## src/rtl/decode_execute_latch.sv

```systemverilog
// rtl/decode_execute_latch.sv - ID/EX pipeline register with bubble insertion, halt freeze and bubble counter
//
// Purpose: captures the decoded instruction, operands and control on each pipeline
// advance, loads a bubble when the hazard unit asks for a flush, and freezes once a
// HALT has reached EX. Counts inserted bubbles (saturating).
//
// Ports:
//   CLK, RST            clock (rising edge), asynchronous active-high reset
//   advance             pipeline moves this cycle; otherwise everything holds
//   dx_flush            load a bubble instead of the decode contents
//   dec_*               decoded instruction, operands and control from ID
//   ex_*                registered copies presented to EX and the hazard unit
//   ex_valid            1 = EX holds a real instruction, 0 = bubble
//   bubble_cnt          bubbles inserted since reset, saturating at all-ones
module decode_execute_latch #(
   parameter logic [31:0] NOP_WORD = 32'h0000_0000,
   parameter int          CNT_W    = 32
) (
   input  logic             CLK,
   input  logic             RST,
   input  logic             advance,
   input  logic             dx_flush,
   input  logic [31:0]      dec_instr,
   input  logic [31:0]      dec_npc,
   input  logic [31:0]      dec_rdat1,
   input  logic [31:0]      dec_rdat2,
   input  logic [31:0]      dec_imm,
   input  logic             dec_rfWEN,
   input  logic [4:0]       dec_dest,
   input  logic             dec_memREN,
   input  logic             dec_memWEN,
   input  logic [3:0]       dec_aluop,
   input  logic             dec_halt,
   output logic [31:0]      ex_reg,
   output logic [31:0]      ex_npc,
   output logic [31:0]      ex_rdat1,
   output logic [31:0]      ex_rdat2,
   output logic [31:0]      ex_imm,
   output logic             ex_rfWEN,
   output logic             ex_memREN,
   output logic             ex_memWEN,
   output logic             ex_halt,
   output logic [4:0]       ex_dest,
   output logic [3:0]       ex_aluop,
   output logic             ex_valid,
   output logic [CNT_W-1:0] bubble_cnt
);

   logic [31:0]      ex_reg_q,   ex_reg_d;
   logic [31:0]      ex_npc_q,   ex_npc_d;
   logic [31:0]      ex_rdat1_q, ex_rdat1_d;
   logic [31:0]      ex_rdat2_q, ex_rdat2_d;
   logic [31:0]      ex_imm_q,   ex_imm_d;
   logic             ex_rfWEN_q, ex_rfWEN_d;
   logic             ex_memREN_q, ex_memREN_d;
   logic             ex_memWEN_q, ex_memWEN_d;
   logic             ex_halt_q,  ex_halt_d;
   logic [4:0]       ex_dest_q,  ex_dest_d;
   logic [3:0]       ex_aluop_q, ex_aluop_d;
   logic             ex_valid_q, ex_valid_d;
   logic [CNT_W-1:0] bubble_cnt_q, bubble_cnt_d;

   always_comb begin
      ex_reg_d     = ex_reg_q;
      ex_npc_d     = ex_npc_q;
      ex_rdat1_d   = ex_rdat1_q;
      ex_rdat2_d   = ex_rdat2_q;
      ex_imm_d     = ex_imm_q;
      ex_rfWEN_d   = ex_rfWEN_q;
      ex_memREN_d  = ex_memREN_q;
      ex_memWEN_d  = ex_memWEN_q;
      ex_halt_d    = ex_halt_q;
      ex_dest_d    = ex_dest_q;
      ex_aluop_d   = ex_aluop_q;
      ex_valid_d   = ex_valid_q;
      bubble_cnt_d = bubble_cnt_q;

      // A halted EX stage ignores everything; a stalled pipe drops the flush
      // request rather than remembering it for later.
      if (!ex_halt_q && advance) begin
         if (dx_flush) begin
            ex_reg_d    = NOP_WORD;
            ex_npc_d    = '0;
            ex_rdat1_d  = '0;
            ex_rdat2_d  = '0;
            ex_imm_d    = '0;
            ex_rfWEN_d  = 1'b0;
            ex_memREN_d = 1'b0;
            ex_memWEN_d = 1'b0;
            ex_halt_d   = 1'b0;
            ex_dest_d   = '0;
            ex_aluop_d  = '0;
            ex_valid_d  = 1'b0;
            if (!(&bubble_cnt_q)) begin
               bubble_cnt_d = bubble_cnt_q + 1'b1;
            end
         end else begin
            ex_reg_d    = dec_instr;
            ex_npc_d    = dec_npc;
            ex_rdat1_d  = dec_rdat1;
            ex_rdat2_d  = dec_rdat2;
            ex_imm_d    = dec_imm;
            // Writes to $zero never reach the hazard unit as a real write.
            ex_rfWEN_d  = dec_rfWEN & (dec_dest != 5'd0);
            ex_memREN_d = dec_memREN;
            ex_memWEN_d = dec_memWEN;
            ex_halt_d   = dec_halt;
            ex_dest_d   = dec_dest;
            ex_aluop_d  = dec_aluop;
            ex_valid_d  = 1'b1;
         end
      end
   end

   always_ff @(posedge CLK or posedge RST) begin
      if (RST) begin
         ex_reg_q     <= NOP_WORD;
         ex_npc_q     <= '0;
         ex_rdat1_q   <= '0;
         ex_rdat2_q   <= '0;
         ex_imm_q     <= '0;
         ex_rfWEN_q   <= 1'b0;
         ex_memREN_q  <= 1'b0;
         ex_memWEN_q  <= 1'b0;
         ex_halt_q    <= 1'b0;
         ex_dest_q    <= '0;
         ex_aluop_q   <= '0;
         ex_valid_q   <= 1'b0;
         bubble_cnt_q <= '0;
      end else begin
         ex_reg_q     <= ex_reg_d;
         ex_npc_q     <= ex_npc_d;
         ex_rdat1_q   <= ex_rdat1_d;
         ex_rdat2_q   <= ex_rdat2_d;
         ex_imm_q     <= ex_imm_d;
         ex_rfWEN_q   <= ex_rfWEN_d;
         ex_memREN_q  <= ex_memREN_d;
         ex_memWEN_q  <= ex_memWEN_d;
         ex_halt_q    <= ex_halt_d;
         ex_dest_q    <= ex_dest_d;
         ex_aluop_q   <= ex_aluop_d;
         ex_valid_q   <= ex_valid_d;
         bubble_cnt_q <= bubble_cnt_d;
      end
   end

   assign ex_reg     = ex_reg_q;
   assign ex_npc     = ex_npc_q;
   assign ex_rdat1   = ex_rdat1_q;
   assign ex_rdat2   = ex_rdat2_q;
   assign ex_imm     = ex_imm_q;
   assign ex_rfWEN   = ex_rfWEN_q;
   assign ex_memREN  = ex_memREN_q;
   assign ex_memWEN  = ex_memWEN_q;
   assign ex_halt    = ex_halt_q;
   assign ex_dest    = ex_dest_q;
   assign ex_aluop   = ex_aluop_q;
   assign ex_valid   = ex_valid_q;
   assign bubble_cnt = bubble_cnt_q;

endmodule

```

## config.mk

```make
export PLATFORM = sky130hd
export DESIGN_NAME = decode_execute_latch
export DESIGN_NICKNAME = d
export VERILOG_FILES = /design/src/rtl/decode_execute_latch.sv
export SDC_FILE = /design/constraint.sdc
export NUM_CORES = 1
export LEC_CHECK = 0
export CAP_MARGIN = 20
export CORE_ASPECT_RATIO = 0.6
export CORE_MARGIN = 1
export CORE_UTILIZATION = 35
export CTS_BUF_LIST = sky130_fd_sc_hd__clkbuf_4 sky130_fd_sc_hd__clkbuf_8 sky130_fd_sc_hd__clkbuf_16
export CTS_CLUSTER_SIZE = 28
export DETAILED_ROUTE_END_ITERATION = 8
export PLACE_DENSITY = 0.81
export SLEW_MARGIN = 20
export SYNTH_ARGS = -nofsm -noshare
export SYNTH_HDL_FRONTEND = slang
export SYNTH_SLANG_ARGS = --single-unit
```

## constraint.sdc

```tcl
create_clock -name CLK -period 10.3 [get_ports CLK]
set_clock_uncertainty 0.1 [all_clocks]
set_input_delay 2.06 -clock CLK [delete_from_list [all_inputs] [get_ports CLK]]
set_output_delay 2.06 -clock CLK [all_outputs]
set_load 0.1 [all_outputs]
```

==> flow_summary_export.csv <==
group,metric,value,unit
logic_synthesis,yosysSeqAreaShare,58.8,%
logic_synthesis,synth_seq_cells,206,
finish,n_fill_cell,2098,
detailed_routing,drc,46,
worst_setup_path,crit_path_max_fanout,6,
global_route,grt-ovfl-total,0,
sta,fmax,0.230,GHz
finish,multi_input_area,3370,sq um
die,die-area,25700,sq um
sta,post-route-period-util,42.3,%
logic_synthesis,synthFlopType,"dfrtp_1",
logic_synthesis,synth_edf_count,0,
sta,drv_slew,0,
global_route,grt_pass1_vias,7394,
pwr,ir_drop,0.178,mV
sta,setup_viol,0,
run,maxCapViolations,0,
clocking,cts_setup_buffers,0,
clocking,cts_hold_buf,0,
global_route,antenna_found_initial,0,
pwr,p_total,0.00396,W
global_route,grt_pass1_wl,39000,microns
clocking,numCtsBuffers,21,
logic_synthesis,synth_cell_types,29,
clocking,cts.htree.levels,1,
worst_setup_path,cp_top_family,"buffers and inverters",
worst_setup_path,crit_slowest_cell,"clkdlybuf4s50_1",
logic_synthesis,synthAdderAreaFrac,0.143,%
logic_synthesis,syn-num-nets,1074,
worst_setup_path,slowest_delay,1.22,ns
status,status,"finished, violations left",
placement,gp_congestion,0.787,
status,violations,"design-rule violations",
clocking,clkSinkCount,206,
sta,tightestPinTransition,1.06,ns
logic_synthesis,synth_most_common_cell,"dfrtp_1",
logic_synthesis,syn-cell-area,8760,sq um
logic_synthesis,synth.avg_cell_area,9.78,sq um
logic_synthesis,synth_commonest_cells,"dfrtp_1, nand2_1, nand2b_1",
global_route,grt_max_degree,243,
worst_setup_path,path_cells,"clkdlybuf4s50_1",
die,rows,44,
sta,rsz0062_at_grt,"false",
logic_synthesis,synth_compound_area_share,10.4,%
logic_synthesis,synth_area_leaders,"dfrtp_1, nand2b_1, o21ai_0",
finish,area_growth,53.9,%
logic_synthesis,synthSimpleGateAreaFrac,24.7,%
placement,dpl.hpwl,17600,microns
finish,drive_above_1_share,4.05,%
clocking,clock_latency,0.50,ns
worst_setup_path,path_buf_inv,1,
detailed_routing,drt-wirelength-per-cell,15.8,microns
logic_synthesis,yosys.area_share.xor_xnor,3.10,%
logic_synthesis,ys_warn_count,0,
detailed_routing,drt_pass1_iterations,6,
logic_synthesis,synthMuxAreaShare,0.171,%
die,initial_core_util,35.9,%
sta,slew_headroom,29.0,%
finish,ff_latch_area,5150,sq um
worst_setup_path,end_kind,"output port",
placement,portBuffers,382,
detailed_routing,drt_iter0_drc,476,
clocking,cts_buffer_depth,3,
pwr,p_leak,5.72,nW
finish,finalNetCount,1424,
finish,n_antenna_cell,0,
die,io_pins,383,
detailed_routing,postRouteWirelength,25100,microns
die,die_w,206,microns
pwr,power.density,294,nW/um^2
detailed_routing,vias_per_cell,4.66,
worst_setup_path,cp-start-kind,"flop",
worst_setup_path,crit_type,"reg2out",
die,fp.dieH,125,microns
detailed_routing,final_antenna_net_count,0,
detailed_routing,vias,7370,
clocking,clockRootBuffer,"clkbuf_16",
logic_synthesis,synth_top_cell_by_area,"dfrtp_1",
sta,period_needed,4.35,ns
sta,finalHoldViolations,0,
worst_setup_path,worstPathRequired,8.14,ns
clocking,clk_pin_slew,0.06,ns
worst_setup_path,arrival,2.19,ns
clocking,tritoncts,"built",
logic_synthesis,synth_top_family_by_area,"simple AND/OR/NAND/NOR gates",
logic_synthesis,async_flop_share,100,%
logic_synthesis,syn_inst,896,
sta,setup_tns,0,ns
logic_synthesis,synth_top_area_share,58.8,%
die,core,24400,sq um
worst_hold_path,hold_class,"reg2reg",
clocking,ctsResizeCount,0,
global_route,grt_use_total,19.0,%
-- logic make-up (layout without fill, tap and decap cells) --
family,Yosys count,count (layout)
and+or+nand+nor,417,417
adders and majority gates,1,1
buffers and inverters,63,427
DFF,206,206
muxes,1,1
xor gates and xnor gates,31,31
AOI/OAI and AO/OA,177,177
-- report_power, final --
part           leakage [nW]  internal, W  switching (W)
sequential             2.71     0.000999       0.000110
combinational          2.68     0.000448        0.00166
clock                 0.332     0.000422       0.000322
total                  5.72      0.00187        0.00209
-- path summary, 6_finish.rpt --
path / start / end / slack [ns] / depth (start not counted)
setup / recovery: bubble_cnt[4] / bubble_cnt[4] / 5.95 / 1
hold / removal: ex_imm[17] / ex_imm[17] / 0.38 / 2
setup reg to reg: ex_halt / ex_imm[5] / 7.73 / 3
hold reg to reg: ex_imm[17] / ex_imm[17] / 0.38 / 2
max in group asynchronous: RST / ex_imm[2] / 6.49 / 3
min in group asynchronous: RST / ex_imm[15] / 1.98 / 2
-- cell usage in the layout (no fill, tap or decap), drive strengths merged --
master	netlist	routed
nand3	18	18
or2	1	1
clkinvlp	0	2
mux2	1	1
clkdlybuf4s50	0	381
nor2	8	8
buf	2	4
o21bai	1	1
inv	5	7
and3	6	6
nand2b	172	172
dfrtp	206	206
xnor2	29	29
nand3b	1	1
or4	1	1
and4	2	2
ha	1	1
clkbuf	56	26
a211oi	1	1
nor2b	3	3
o21ai	174	174
clkinv	0	6
nor3	5	5
xor2	2	2
nor4	1	1
nand4	16	16
and2	1	1
bufinv	0	1
nand2	182	182
a21oi	1	1
-- stage by stage --
stage	instances	worst slack [ns]	util [%]	hold slack, ns	cell area (sq um)
after floorplan	896	2.52	-	0.861	8760
after global placement	1545	5.77	52.5	0.361	12800
after detailed placement	1545	5.68	52.5	0.369	12800
after CTS	1582	5.92	55.3	0.384	13500
after global routing	1582	5.89	55.3	0.397	13500
final	1582	5.95	55.3	0.376	13500
-- layer usage --
layer,track usage (%),share of wire [%],routed length (microns),vias to the layer above
met3,7.43,10,2600,31
met4,3.94,2.0,501,0
li1,-,-,-,3611
met2,31.7,46,11500,252
met1,23.2,42,10400,3476
met5,0,0,0,-
-- area by class of cell --
class                           count  area share [%]
Inverter                            5           0.195
Clock buffer                       26            4.22
Tap cell                          322            2.99
Timing Repair Buffer              385            28.6
Clock inverter                     11           0.715
Multi-Input combinational cell    627            25.0
Sequential cell                   206            38.2
No activity file was read; power rests on OpenSTA's default activity.
